==> config.mk <==
export PLATFORM = sky130hd
export DESIGN_NAME = traffic_lamp_sequencer
export DESIGN_NICKNAME = d
export VERILOG_FILES = /design/src/rtl/traffic_lamp_sequencer.sv
export SDC_FILE = /design/constraint.sdc
export NUM_CORES = 1
export LEC_CHECK = 0
export BUFFER_PORTS_ARGS = -buffer_cell sky130_fd_sc_hd__buf_4
export CAP_MARGIN = 10
export CORE_MARGIN = 3
export CORE_UTILIZATION = 52
export CTS_CLUSTER_DIAMETER = 100
export DETAILED_ROUTE_END_ITERATION = 8
export GPL_ROUTABILITY_DRIVEN = 0
export GPL_TIMING_DRIVEN = 0
export MAX_ROUTING_LAYER = met4
export PLACE_DENSITY = 0.79
export SYNTH_ARGS = -nofsm -noshare
export SYNTH_HDL_FRONTEND = slang
export SYNTH_SLANG_ARGS = --single-unit
==> constraint.sdc <==
create_clock -name clk -period 2.6 [get_ports clk]
set_clock_uncertainty 0.15 [all_clocks]
set_input_delay 0.26 -clock clk [delete_from_list [all_inputs] [get_ports clk]]
set_output_delay 0.26 -clock clk [all_outputs]
set_load 0.01 [all_outputs]
==> src/rtl/traffic_lamp_sequencer.sv <==
// Lamp sequencer behind the 4-way phase controller: converts per-lane RED/GREEN requests into
// red/amber/green lamp drive with amber and all-red clearance, and latches a flashing-amber fault.
module traffic_lamp_sequencer #(
    parameter int AMBER_TIME  = 3,
    parameter int ALLRED_TIME = 2,
    parameter int FLASH_HALF  = 4
) (
    input  logic       clk,
    input  logic       rst,
    input  logic [1:0] r1,
    input  logic [1:0] r2,
    input  logic [1:0] r3,
    input  logic [1:0] r4,
    output logic [2:0] lamp1,
    output logic [2:0] lamp2,
    output logic [2:0] lamp3,
    output logic [2:0] lamp4,
    output logic [1:0] active_lane,
    output logic [2:0] phase,
    output logic       fault
);

    localparam int MAX_T01 = (AMBER_TIME > ALLRED_TIME) ? AMBER_TIME : ALLRED_TIME;
    localparam int MAX_T   = (MAX_T01 > FLASH_HALF) ? MAX_T01 : FLASH_HALF;
    localparam int TW      = $clog2(MAX_T + 1);

    localparam logic [TW-1:0] T_ONE    = TW'(1);
    localparam logic [TW-1:0] T_AMBER  = TW'(AMBER_TIME);
    localparam logic [TW-1:0] T_ALLRED = TW'(ALLRED_TIME);
    localparam logic [TW-1:0] T_FLASH  = TW'(FLASH_HALF);

    localparam logic [2:0] S_ALLRED = 3'd0;
    localparam logic [2:0] S_GREEN  = 3'd1;
    localparam logic [2:0] S_AMBER  = 3'd2;
    localparam logic [2:0] S_FAULT  = 3'd3;

    localparam logic [2:0] LAMP_RED   = 3'b100;
    localparam logic [2:0] LAMP_AMBER = 3'b010;
    localparam logic [2:0] LAMP_GREEN = 3'b001;
    localparam logic [2:0] LAMP_OFF   = 3'b000;

    logic [2:0]      r_state;
    logic [TW-1:0]   r_timer;
    logic [1:0]      r_lane;
    logic            r_fault;
    logic            r_flash;

    logic [2:0]      w_state_nxt;
    logic [TW-1:0]   w_timer_nxt;
    logic [1:0]      w_lane_nxt;
    logic            w_fault_nxt;
    logic            w_flash_nxt;

    logic [3:0][1:0] w_codes;
    logic [2:0]      w_green_cnt;
    logic            w_bad_code;
    logic [1:0]      w_req_lane;
    logic            w_valid;
    logic            w_conflict;
    logic [3:0][2:0] w_lamps;

    assign w_codes = {r4, r3, r2, r1};

    // Request decode: count GREEN codes, flag any code that is neither RED nor GREEN
    always_comb begin
        w_green_cnt = 3'd0;
        w_bad_code  = 1'b0;
        w_req_lane  = 2'd0;
        for (int i = 0; i < 4; i++) begin
            case (w_codes[i])
                2'b10: w_green_cnt = w_green_cnt;
                2'b01: begin
                    w_green_cnt = w_green_cnt + 3'd1;
                    w_req_lane  = i[1:0];
                end
                default: w_bad_code = 1'b1;
            endcase
        end
        w_conflict = w_bad_code || (w_green_cnt > 3'd1);
        w_valid    = !w_conflict && (w_green_cnt == 3'd1);
    end

    // Next-state logic; FAULT is absorbing and ignores the request inputs
    always_comb begin
        w_state_nxt = r_state;
        w_timer_nxt = r_timer;
        w_lane_nxt  = r_lane;
        w_fault_nxt = r_fault;
        w_flash_nxt = r_flash;
        if (r_state == S_FAULT) begin
            if (r_timer <= T_ONE) begin
                w_flash_nxt = ~r_flash;
                w_timer_nxt = T_FLASH;
            end else begin
                w_timer_nxt = r_timer - T_ONE;
            end
        end else if (w_conflict) begin
            w_state_nxt = S_FAULT;
            w_fault_nxt = 1'b1;
            w_flash_nxt = 1'b1;
            w_timer_nxt = T_FLASH;
        end else begin
            case (r_state)
                S_ALLRED: begin
                    if (r_timer <= T_ONE) begin
                        if (w_valid) begin
                            w_state_nxt = S_GREEN;
                            w_lane_nxt  = w_req_lane;
                        end else begin
                            w_timer_nxt = T_ONE;
                        end
                    end else begin
                        w_timer_nxt = r_timer - T_ONE;
                    end
                end
                S_GREEN: begin
                    if (!w_valid || (w_req_lane != r_lane)) begin
                        w_state_nxt = S_AMBER;
                        w_timer_nxt = T_AMBER;
                    end else begin
                        w_timer_nxt = r_timer;
                    end
                end
                S_AMBER: begin
                    if (r_timer <= T_ONE) begin
                        w_state_nxt = S_ALLRED;
                        w_timer_nxt = T_ALLRED;
                    end else begin
                        w_timer_nxt = r_timer - T_ONE;
                    end
                end
                default: begin
                    // Unused encodings are treated as a corrupted state and fail safe
                    w_state_nxt = S_FAULT;
                    w_fault_nxt = 1'b1;
                    w_flash_nxt = 1'b1;
                    w_timer_nxt = T_FLASH;
                end
            endcase
        end
    end

    // State, timer, lane, fault and flash registers with synchronous reset
    always_ff @(posedge clk) begin
        if (rst) begin
            r_state <= S_ALLRED;
            r_timer <= T_ALLRED;
            r_lane  <= 2'd0;
            r_fault <= 1'b0;
            r_flash <= 1'b0;
        end else begin
            r_state <= w_state_nxt;
            r_timer <= w_timer_nxt;
            r_lane  <= w_lane_nxt;
            r_fault <= w_fault_nxt;
            r_flash <= w_flash_nxt;
        end
    end

    // Lamp decode from registered state only
    always_comb begin
        w_lamps = {4{LAMP_RED}};
        case (r_state)
            S_ALLRED: w_lamps = {4{LAMP_RED}};
            S_GREEN:  w_lamps[r_lane] = LAMP_GREEN;
            S_AMBER:  w_lamps[r_lane] = LAMP_AMBER;
            S_FAULT:  w_lamps = r_flash ? {4{LAMP_AMBER}} : {4{LAMP_OFF}};
            default:  w_lamps = {4{LAMP_RED}};
        endcase
    end

    assign lamp1       = w_lamps[0];
    assign lamp2       = w_lamps[1];
    assign lamp3       = w_lamps[2];
    assign lamp4       = w_lamps[3];
    assign active_lane = r_lane;
    assign phase       = r_state;
    assign fault       = r_fault;

endmodule
[Yosys cells after proc, flatten, opt, wreduce, memory -nomap -nowiden]
Cells that the tools add are included.
Storage, ports and cells
  bits in registers: 10
  input bits: 10
  output and inout bits: 18
  word-level logic and storage cells: 89
Operators by class
  $add $sub $neg: 4
  magnitude comparators: 4
  equal/unequal tests: 22
  muxes and demuxes: 33
  bitwise gates (word level): 4
  reduce and logical (&&, ||, !) cells: 17
Operators by type and width (number)
  two-way mux 3 bit: 16
  case mux 12 bit (3 select lines): 1
  case mux 3 bit (3 select lines): 2
  inequality test 3 bit (second input constant): 4
  two-way mux 11 bit: 1
  two-way mux 1 bit: 10
  AND reduction 5 bit: 2
  adder 3 x 1 -> 3 bit (second input constant): 3
  equality test 2 x 1 -> 1 bit (second input constant): 4
  equality test 2 bit (second input constant): 4
  OR reduction 2 bit: 4
  demux 3 bit (select 2 bit): 1
  equality test 3 x 1 -> 1 bit (second input constant): 2
  equality test 3 x 2 -> 1 bit (second input constant): 2
  AND reduction 2 bit: 3
  inequality test 5 bit (second input constant): 1
  two-way mux 2 bit: 2
  inequality test 2 x 1 -> 1 bit (second input constant): 2
  inequality test 4 bit (second input constant): 1
  inverter 4 bit: 1
  greater-than comparator 3 x 1 -> 1 bit (second input constant): 1
  less-or-equal comparator 3 x 1 -> 1 bit (second input constant): 1
  zero test 3 bit: 1
  < comparator 2 x 3 -> 1 bit (second input constant): 1
  9 further kinds: 14

[Depth between registers and ports, before layout]
Gate-level depths: netlist of run 1.
  depth in word-level cells: 18
  gate-level depth with buffers: 11
  mapped depth without buffers: 10

[Least setup slack after synthesis of run 1]
OpenSTA, ideal clock, no wires.
  path type: input to register
  start: input port r1[1]
  end: register r_lane[0] (netlist: active_lane[0])
  setup time: 0.091 ns
  arrival time: 2.058 ns
  required time: 2.359 ns
  setup slack: 0.301 ns
  stages on the path: 10
  buffers on the path: 0
  path through: inv_1 > ha_1 > xnor2_2 > xnor2_1 > ha_1 > and3b_1 > nand4bb_1 > a31oi_4 > a21oi_1 > a311oi_1
On the way
  longest elaborated chain between the ends: 13
  elaborated cells between the ends (all ways): 21
  those cells by class: 3 x add/sub; 1 x order compare; 3 x eq/ne; 8 x mux; 1 x bitwise; 5 x reduce/logical
RTL lines
  from (decl): RTL line 10  | input logic [1:0] r1,
  equality test 2 x 1 -> 1 bit: RTL line 70  | case (w_codes[i])
  two-way mux 1 bit: RTL line 70
  adder 3 x 1 -> 3 bit: RTL line 73  | w_green_cnt = w_green_cnt + 3'd1;
  two-way mux 3 bit: RTL line 70
  adder 3 x 1 -> 3 bit: RTL line 73
  two-way mux 3 bit: RTL line 70
  adder 3 x 1 -> 3 bit: RTL line 73
  two-way mux 3 bit: RTL line 70
  greater-than comparator 3 x 1 -> 1 bit: RTL line 79  | w_conflict = w_bad_code || (w_green_cnt > 3'd1);
  logical OR 1 bit: RTL line 79
  zero test 1 bit: RTL line 80  | w_valid = !w_conflict && (w_green_cnt == 3'd1);
  logical AND 1 bit: RTL line 80
  AND reduction 5 bit (no source line) *
  to (signal assigned): RTL line 154  | r_lane <= w_lane_nxt;
  to (decl): RTL line 44  | logic [1:0] r_lane;
Every way passes the cells marked *; elsewhere a longest branch is shown, timed or not.
A chain may end at the register's enable or synchronous reset.

[Worst setup path after layout of run 1]
  start: input port r1[0]
  end: register r_lane[0] (netlist: active_lane[0])
Same word-level chain as after synthesis.

==> impl_metrics.tcl, run 1 <==
set metrics [dict create \
    power.leakage_nw 0.610 \
    final_layout_size_suffix_gt1_share_pct 26.3 \
    setup.worst_path.class "input port to flip-flop" \
    maxCapViolations 0 \
    hold_viol_final 0 \
    wirelength_mm 2.48 \
    critical_path.top_delay_family "compound AO/OA/AOI/OAI gates" \
    cts_tree "built" \
    tightest_slew_ps 712 \
    syn_inst 141 \
    drt-pass1-iter-count 4 \
    grt_max_degree 11 \
    initial_core_util_pct 58.7 \
    min_period_ps 2350 \
    rsz0062_at_grt "false" \
    drt_iter0_markers 25 \
    cp_max_fo 7 \
    io_buffers 26 \
    drtAntennaViolNets 0 \
    row_count 15 \
    yosys_warnings 0 \
    avgSynthCellArea_sq_um 7.74 \
    viasPerCell 5.59 \
    grt_pass1_vias 1036 \
    worstPathRequired_ps 2640 \
    post-place-cells 192 \
    worstPathArrival_ps 2380 \
    cts_hold_buf 0 \
    diodes 0 \
    period_share_pct 90.3 \
    fillers 159 \
    fmax_mhz 426 \
    overflow 0 \
    nets 194 \
    core_sq_um 1860 \
    busiest_layer "met2" \
    slew_viol_final 0 \
    synth_area_sq_um 1090 \
    cts-htree-levels 1 \
    clockBufferDepth 2 \
    slew_headroom_pct 52.1 \
    clock_latency_ps 270 \
    end_kind "flip-flop" \
    hpwl_mm 1.98 \
    cts_resized 0 \
    cts.sinks 9 \
    post-route-util_pct 72.3 \
    cpPeakStageDelay_ps 360 \
    hold_class "input port to flip-flop" \
    cp_slowest_cell "a31oi_4" \
    synth_nets 163 \
    wl_per_cell_um 12.6 \
    start_kind "input port" \
    synth-edff-count 0 \
    crit_top_cell "ha_1" \
    ys_types 46 \
    setup_tns_ps 0 \
    cts-buffers-inserted 3 \
    power_w 0.000503 \
    use_met2_pct 34.3 \
    grt_usage_pct 21.6 \
    clockRootBuffer "clkbuf_4" \
    area_growth_pct 23.2 \
    io_pins 28 \
    finalSetupViolCount 0 \
    crit_buf_inv 1 \
    drc 0 \
    place_ws_ps -27.0 \
    vdd.ir_drop.worst_mv 0.292 \
    path_cells "buf_4 -> ha_1 -> xnor2_2 -> xnor2_1 -> ha_1 -> and3b_1 -> nand4bb_1 -> a31oi_4 -> a21oi_1 -> a311oi_1" \
    fp.dieW_um 51.8 \
    die_y_um 51.8 \
    post-cts-setup-buffers 0 \
    fin_cells 196 \
    synth_seq_cells 9 \
    setup_ws_ps 253 \
    met3_usage_pct 3.44 \
    antenna_found_initial 0 \
    outcome "finished, final reports clean" \
    ys.flop_type "dfxtp_1" \
    die_area_sq_um 2680 \
    grt_pass1_wl_mm 4.36 \
    yosysSeqAreaShare_pct 16.5 \
    clk_pin_slew_ps 70 \
    vias 1096 \
    grt_use_met1_pct 27.1 \
    async_reset_ff_share_pct 0 \
    power_density_nw_per_um2 375 \
]
layout make-up:
class / count / area, sq um / area share (%)
repair buffers: 26 / 195 / 14.5
clock buffers: 4 / 26.3 / 1.96
inverters: 13 / 48.8 / 3.63
flip-flops and latches: 9 / 180 / 13.4
plain buffers: 9 / 66.3 / 4.93
well taps: 25 / 31.3 / 2.33
multi-input cells: 110 / 796 / 59.2
path summary, 6_finish.rpt:
kind,endpoint,slack [ps],cells past startpoint,startpoint
worst max register to register,r_timer[1],320,7,phase[1]
worst min-delay path,r_timer[2],140,3,rst
worst min register to register,r_flash,350,1,r_flash
worst max-delay path,active_lane[0],250,10,r1[0]
cell usage after synthesis, types with 3 or more instances:
cell type | count | area, sq um
a21oi_1 | 15 | 75.1
and2_1 | 3 | 18.8
buf_4 | 4 | 30.0
dfxtp_1 | 9 | 180
ha_1 | 12 | 150
inv_1 | 13 | 48.8
nand2_1 | 11 | 41.3
nand3_1 | 4 | 20.0
nor2_1 | 11 | 41.3
nor2b_1 | 3 | 18.8
nor3_1 | 3 | 15.0
o211ai_1 | 3 | 22.5
o21ai_0 | 6 | 30.0
o21bai_1 | 3 | 22.5
report_power, final:
| group | switching [W] | internal, W |
|---|---|---|
| clock | 0.0000575 | 0.0000595 |
| sequential | 0.0000128 | 0.000149 |
| combinational | 0.000116 | 0.000108 |
| total | 0.000187 | 0.000317 |
layout by cell type, fill, tap and decap left out, types with 2 or more instances in the layout:
master,n
a21oi_1,15
a311oi_1,2
a31oi_1,2
a41oi_1,2
and2_1,3
buf_2,2
buf_4,30
buf_6,2
clkbuf_1,2
clkbuf_4,3
dfxtp_1,9
ha_1,12
inv_1,13
nand2_1,11
nand2b_1,2
nand3_1,4
nor2_1,11
nor2b_1,3
nor3_1,3
nor3b_1,2
o211ai_1,3
o21ai_0,6
o21bai_1,3
o31a_1,2
or3_1,2
state kept, by name, indices dropped and copies added, names as in the netlist:
register / cells
r_timer: 3
r_flash: 1
phase: 2
active_lane: 2
fault: 1
per-layer routing:
metal  wire length (um)  part of all wire (%)
met4                 55                   2.2
met2               1120                    45
met5                  0                     0
met3                185                   7.5
met1               1120                    45
kinds of logic (layout without fill, tap and decap cells):
family | after synthesis | in the layout | share of synthesized area, %
adders and majority gates | 12 | 12 | 13.8
xor gates and xnor gates | 3 | 3 | 4.36
and+or+nand+nor | 49 | 49 | 24.1
buffers and inverters | 22 | 52 | 10.6
other | 1 | 1 | 0.344
muxes | 2 | 2 | 1.95
AOI/OAI and AO/OA | 43 | 43 | 28.4
DFF | 9 | 9 | 16.5
through the flow:
| step | hold WS [ps] | cell area, sq um |
|---|---|---|
| 2_1_floorplan | 311 | 1090 |
| 3_3_place_gp | 320 | 1320 |
| 3_5_place_dp | 336 | 1320 |
| 4_1_cts | 132 | 1340 |
| 5_1_grt | 174 | 1340 |
| 6_report | 139 | 1340 |
tightest hold or removal path, stage by stage:
cell      delay [ps]
buf_4             80
or3_1             90
o211ai_1          70
(Power assumes the default switching activity.)
==> run 2: changes to the inputs <==
- CORE_UTILIZATION: 52 -> 47
- PLACE_DENSITY: 0.79 -> 0.75
- SLEW_MARGIN: default -> 20
- clock period: 2.6 -> 1.95 ns (I/O delays scaled with it)
==> impl_metrics.tcl, run 2 (same netlist as run 1, synthesis figures left out) <==
set metrics [dict create \
    final_layout_size_suffix_gt1_share_pct 41.7 \
    start_kind "input port" \
    hpwl_mm 1.99 \
    initial_core_util_pct 52.4 \
    place_area_sq_um 1410 \
    slew_viol_final 0 \
    reg2reg_depth 7 \
    grt_max_degree 11 \
    setup_ws_ps -222 \
    diodes 0 \
    overflow 0 \
    drt_iter0_markers 10 \
    cp_slowest_cell "ha_1" \
    place_ws_ps -479 \
    wirelength_mm 2.78 \
    row_count 16 \
    period_share_pct 111 \
    die_area_sq_um 2940 \
    failed_checks "negative setup slack" \
    rsz0062_at_grt "true" \
    clockBufferDepth 2 \
    power_density_nw_per_um2 470 \
    power.leakage_nw 0.657 \
    end_kind "flip-flop" \
    fmax_mhz 460 \
    area_growth_pct 41.2 \
    grt_usage_pct 21.1 \
    hold_class "input port to flip-flop" \
    critical_path.top_delay_family "compound AO/OA/AOI/OAI gates" \
    finalSetupViolCount 9 \
    post-route-util_pct 74.0 \
    wl_per_cell_um 13.7 \
    grt_pass1_vias 1054 \
    worstPathArrival_ps 2200 \
    drtAntennaViolNets 0 \
    drc 0 \
    outcome "finished with violations" \
    drt-pass1-iter-count 6 \
    core_sq_um 2080 \
    power_w 0.000724 \
    hold_viol_final 0 \
    clock_latency_ps 270 \
    vias 1114 \
    maxCapViolations 0 \
    grt_pass1_wl_mm 4.50 \
    antenna_found_initial 0 \
    crit_cells 12 \
    crit_buf_inv 3 \
    clk_pin_slew_ps 70 \
    cts.sinks 9 \
    vdd.ir_drop.worst_mv 0.492 \
    cpPeakStageDelay_ps 290 \
    worstPathRequired_ps 1980 \
    viasPerCell 5.51 \
    io_buffers 26 \
    min_period_ps 2170 \
    fin_area_sq_um 1540 \
    io_pins 28 \
    top_register "r_timer" \
    cp_max_fo 4 \
    cts-htree-levels 1 \
    nets 198 \
    holdPathStages 3 \
    cts-buffers-inserted 3 \
    final_common_cell "buf_4" \
    die_y_um 54.2 \
    final_cell_mix "buf_4, a21oi_1, nand2_1" \
    clockRootBuffer "clkbuf_4" \
    largest_register_ffs 3 \
    cts_tree "built" \
    fp.dieW_um 54.2 \
    path_cells "buf_6 -> inv_4 -> ha_4 -> xnor2_4 -> xnor2_2 -> ha_1 -> and3b_1 -> nand4bb_1 -> a31oi_4 -> buf_4 -> a21oi_2 -> a311oi_1" \
    setup.worst_path.class "input port to flip-flop" \
    cts_hold_buf 0 \
]
run 2: area by class of cell:
cell class / instances / area [sq um]
fillers: 171 / 542
repair buffers: 31 / 251
well taps: 27 / 33.8
flip-flops and latches: 9 / 185
clock buffers: 4 / 26.3
inverters: 13 / 76.3
plain buffers: 8 / 56.3
multi-input cells: 110 / 911
run 2: layer usage:
metal	share of wire, %	global-route usage [%]
met1	45	26.7
met2	46	34.5
met3	6.4	4.99
met4	1.9	3.32
met5	0	-
run 2: stage by stage:
| step | hold slack [ps] | setup TNS, ps | instances |
|---|---|---|---|
| after detailed placement | 333 | -3440 | 194 |
| final | 65.9 | -1400 | 202 |
| after global placement | 320 | -2890 | 194 |
| after global routing | 85.2 | -1990 | 202 |
| after CTS | 67.8 | -621 | 201 |
| after floorplan | 245 | -671 | 141 |
run 2: report_power, final:
| group | leakage [nW] | switching, W | internal (W) | total [W] |
|---|---|---|---|---|
| clock | 0.0150 | 0.0000692 | 0.0000790 | 0.000148 |
| sequential | 0.0753 | 0.0000190 | 0.000200 | 0.000219 |
| combinational | 0.567 | 0.000183 | 0.000174 | 0.000357 |
run 2: timing repair:
action / 4_1_cts / 5_1_grt
buffers inserted: 4 / 1
gates resized for setup: 12 / 11
endpoints found under the setup margin: 19 / 18
pin swaps: 11 / 2
hold endpoints to repair: 0 / 0
run 2: path summary, 6_finish.rpt:
check	start	slack [ps]	endpoint
worst min-delay path	rst	70	r_timer[2]
worst max register to register	phase[1]	-10	phase[0]
worst max-delay path	r1[1]	-220	active_lane[1]
worst min register to register	r_flash	340	r_flash
run 2: tightest hold or removal path, stage by stage:
cell and delay, ps:
buf_4 80, or3_1 90, o211ai_1 70
==> run 3: changes to the inputs <==
- REMOVE_ABC_BUFFERS: default -> 1
==> impl_metrics.tcl, run 3 (same netlist as run 1, synthesis figures left out) <==
set metrics [dict create \
    cts-buffers-inserted 3 \
    setup.worst_path.class "input port to flip-flop" \
    clk_pin_slew_ps 60 \
    place_area_sq_um 1250 \
    hold_viol_final 0 \
    fp.dieW_um 54.2 \
    tightest_slew_ps 522 \
    critical_path.top_delay_family "compound AO/OA/AOI/OAI gates" \
    power_w 0.000730 \
    drtAntennaViolNets 0 \
    io_buffers 26 \
    wl_per_cell_um 14.9 \
    power_density_nw_per_um2 472 \
    hold_class "input port to flip-flop" \
    fillers 151 \
    final_cell_mix "buf_4, nand2_1, a21oi_1" \
    grt_max_degree 14 \
    path_cells "buf_6 -> ha_4 -> xnor2_4 -> xnor2_1 -> ha_1 -> and3b_1 -> nand4bb_1 -> a31oi_4 -> buf_4 -> a21oi_1 -> o21a_1" \
    worstPathArrival_ps 2170 \
    die_area_sq_um 2940 \
    reg2reg_depth 5 \
    place_ws_ps -590 \
    use_met2_pct 35.1 \
    grt_pass1_vias 1074 \
    failed_checks "negative setup slack" \
    grt_pass1_wl_mm 4.42 \
    core_sq_um 2080 \
    overflow 0 \
    slew_headroom_pct 64.9 \
    power.leakage_nw 0.633 \
    vias 1154 \
    setup_ws_ps -207 \
    final_layout_size_suffix_gt1_share_pct 42.7 \
    row_count 16 \
    met3_usage_pct 5.82 \
    area_growth_pct 41.6 \
    vdd.ir_drop.worst_mv 0.507 \
    busiest_layer "met2" \
    cts_hold_buf 0 \
    cts.sinks 9 \
    largest_register_ffs 3 \
    maxCapViolations 0 \
    fin_area_sq_um 1550 \
    top_register "r_timer" \
    io_pins 28 \
    outcome "finished with violations" \
    viasPerCell 5.83 \
    r2r-end "phase[1]" \
    hold-path-endpoint "active_lane[0]" \
    cpPeakStageDelay_ps 340 \
    slew_viol_final 0 \
    setup_tns_ps -1050 \
    cts_tree "built" \
    clockBufferDepth 2 \
    hpwl_mm 1.87 \
    cp_max_fo 5 \
    r2r_start "active_lane[1]" \
    cts-htree-levels 1 \
    rsz0062_at_grt "true" \
    antenna_found_initial 0 \
    min_period_ps 2160 \
    diodes 0 \
    period_share_pct 111 \
    clock_latency_ps 270 \
    die_y_um 54.2 \
    clockRootBuffer "clkbuf_4" \
    holdWs_ps 29.5 \
    drt_iter0_markers 29 \
    finalSetupViolCount 9 \
    final_common_cell "buf_4" \
    drt-pass1-iter-count 5 \
    crit_buf_inv 2 \
    wirelength_mm 2.95 \
    cp_slowest_cell "a31oi_4" \
    nets 194 \
    end_kind "flip-flop" \
    fmax_mhz 464 \
    start_kind "input port" \
    grt_use_met1_pct 23.4 \
    holdPathStages 2 \
    worstSetupStartpoint "r2[0]" \
    worstPathRequired_ps 1960 \
    grt_usage_pct 21.1 \
    drc 0 \
    initial_core_util_pct 52.4 \
    rrSetupSlack_ps -70 \
    hold_path_startpoint "rst" \
]
run 3: cell types whose count changed in the layout (fill, tap and decap cells not counted), sizes merged:
| cell | change |
|---|---|
| clkbuf | -1 |
| buf | -3 |
run 3: worst reg2reg max path: cells and delay by family, from the launching register on:
family           cells  cell delay (ps)
AO/OA/AOI/OAI        3              630
flip-flops           1              380
AND/OR/NAND/NOR      2              730
run 3: final cells by class:
cell class | count | area [sq um] | share of cell area, %
Multi-Input combinational cell | 110 | 961 | 62.2
Timing Repair Buffer | 35 | 285 | 18.5
Sequential cell | 9 | 185 | 12.0
Inverter | 13 | 53.8 | 3.48
Tap cell | 27 | 33.8 | 2.19
Clock buffer | 4 | 26.3 | 1.70
run 3: power by group:
part | switching, W | internal (W)
combinational | 0.000187 | 0.000179
clock | 0.0000655 | 0.0000789
sequential | 0.0000197 | 0.000200
run 3: stage by stage:
step | instances | util [%]
2_1_floorplan | 132 | -
3_3_place_gp | 185 | 60.2
3_5_place_dp | 185 | 60.2
4_1_cts | 190 | 67.2
5_1_grt | 198 | 74.2
6_report | 198 | 74.2
run 3: worst max-delay path by stage:
stage / end / cells after the start
2_1_floorplan: active_lane[0] / 10
3_3_place_gp: active_lane[0] / 11
3_5_place_dp: active_lane[0] / 11
4_1_cts: active_lane[0] / 11
5_1_grt: r_timer[2] / 12
6_report: r_flash / 11
run 3: metal layers:
metal / wire [um] / vias up
met5: 0 / -
met4: 78 / 0
met3: 190 / 11
met2: 1410 / 50
met1: 1270 / 527
li1: - / 566
run 3: repair_timing:
action                     4_1_cts  5_1_grt
hold endpoints to repair         0        0
setup endpoints to repair       20       16
gates cloned                     0        0
resized for setup               27       20
pin swaps                       11       12
setup buffers                    1        8
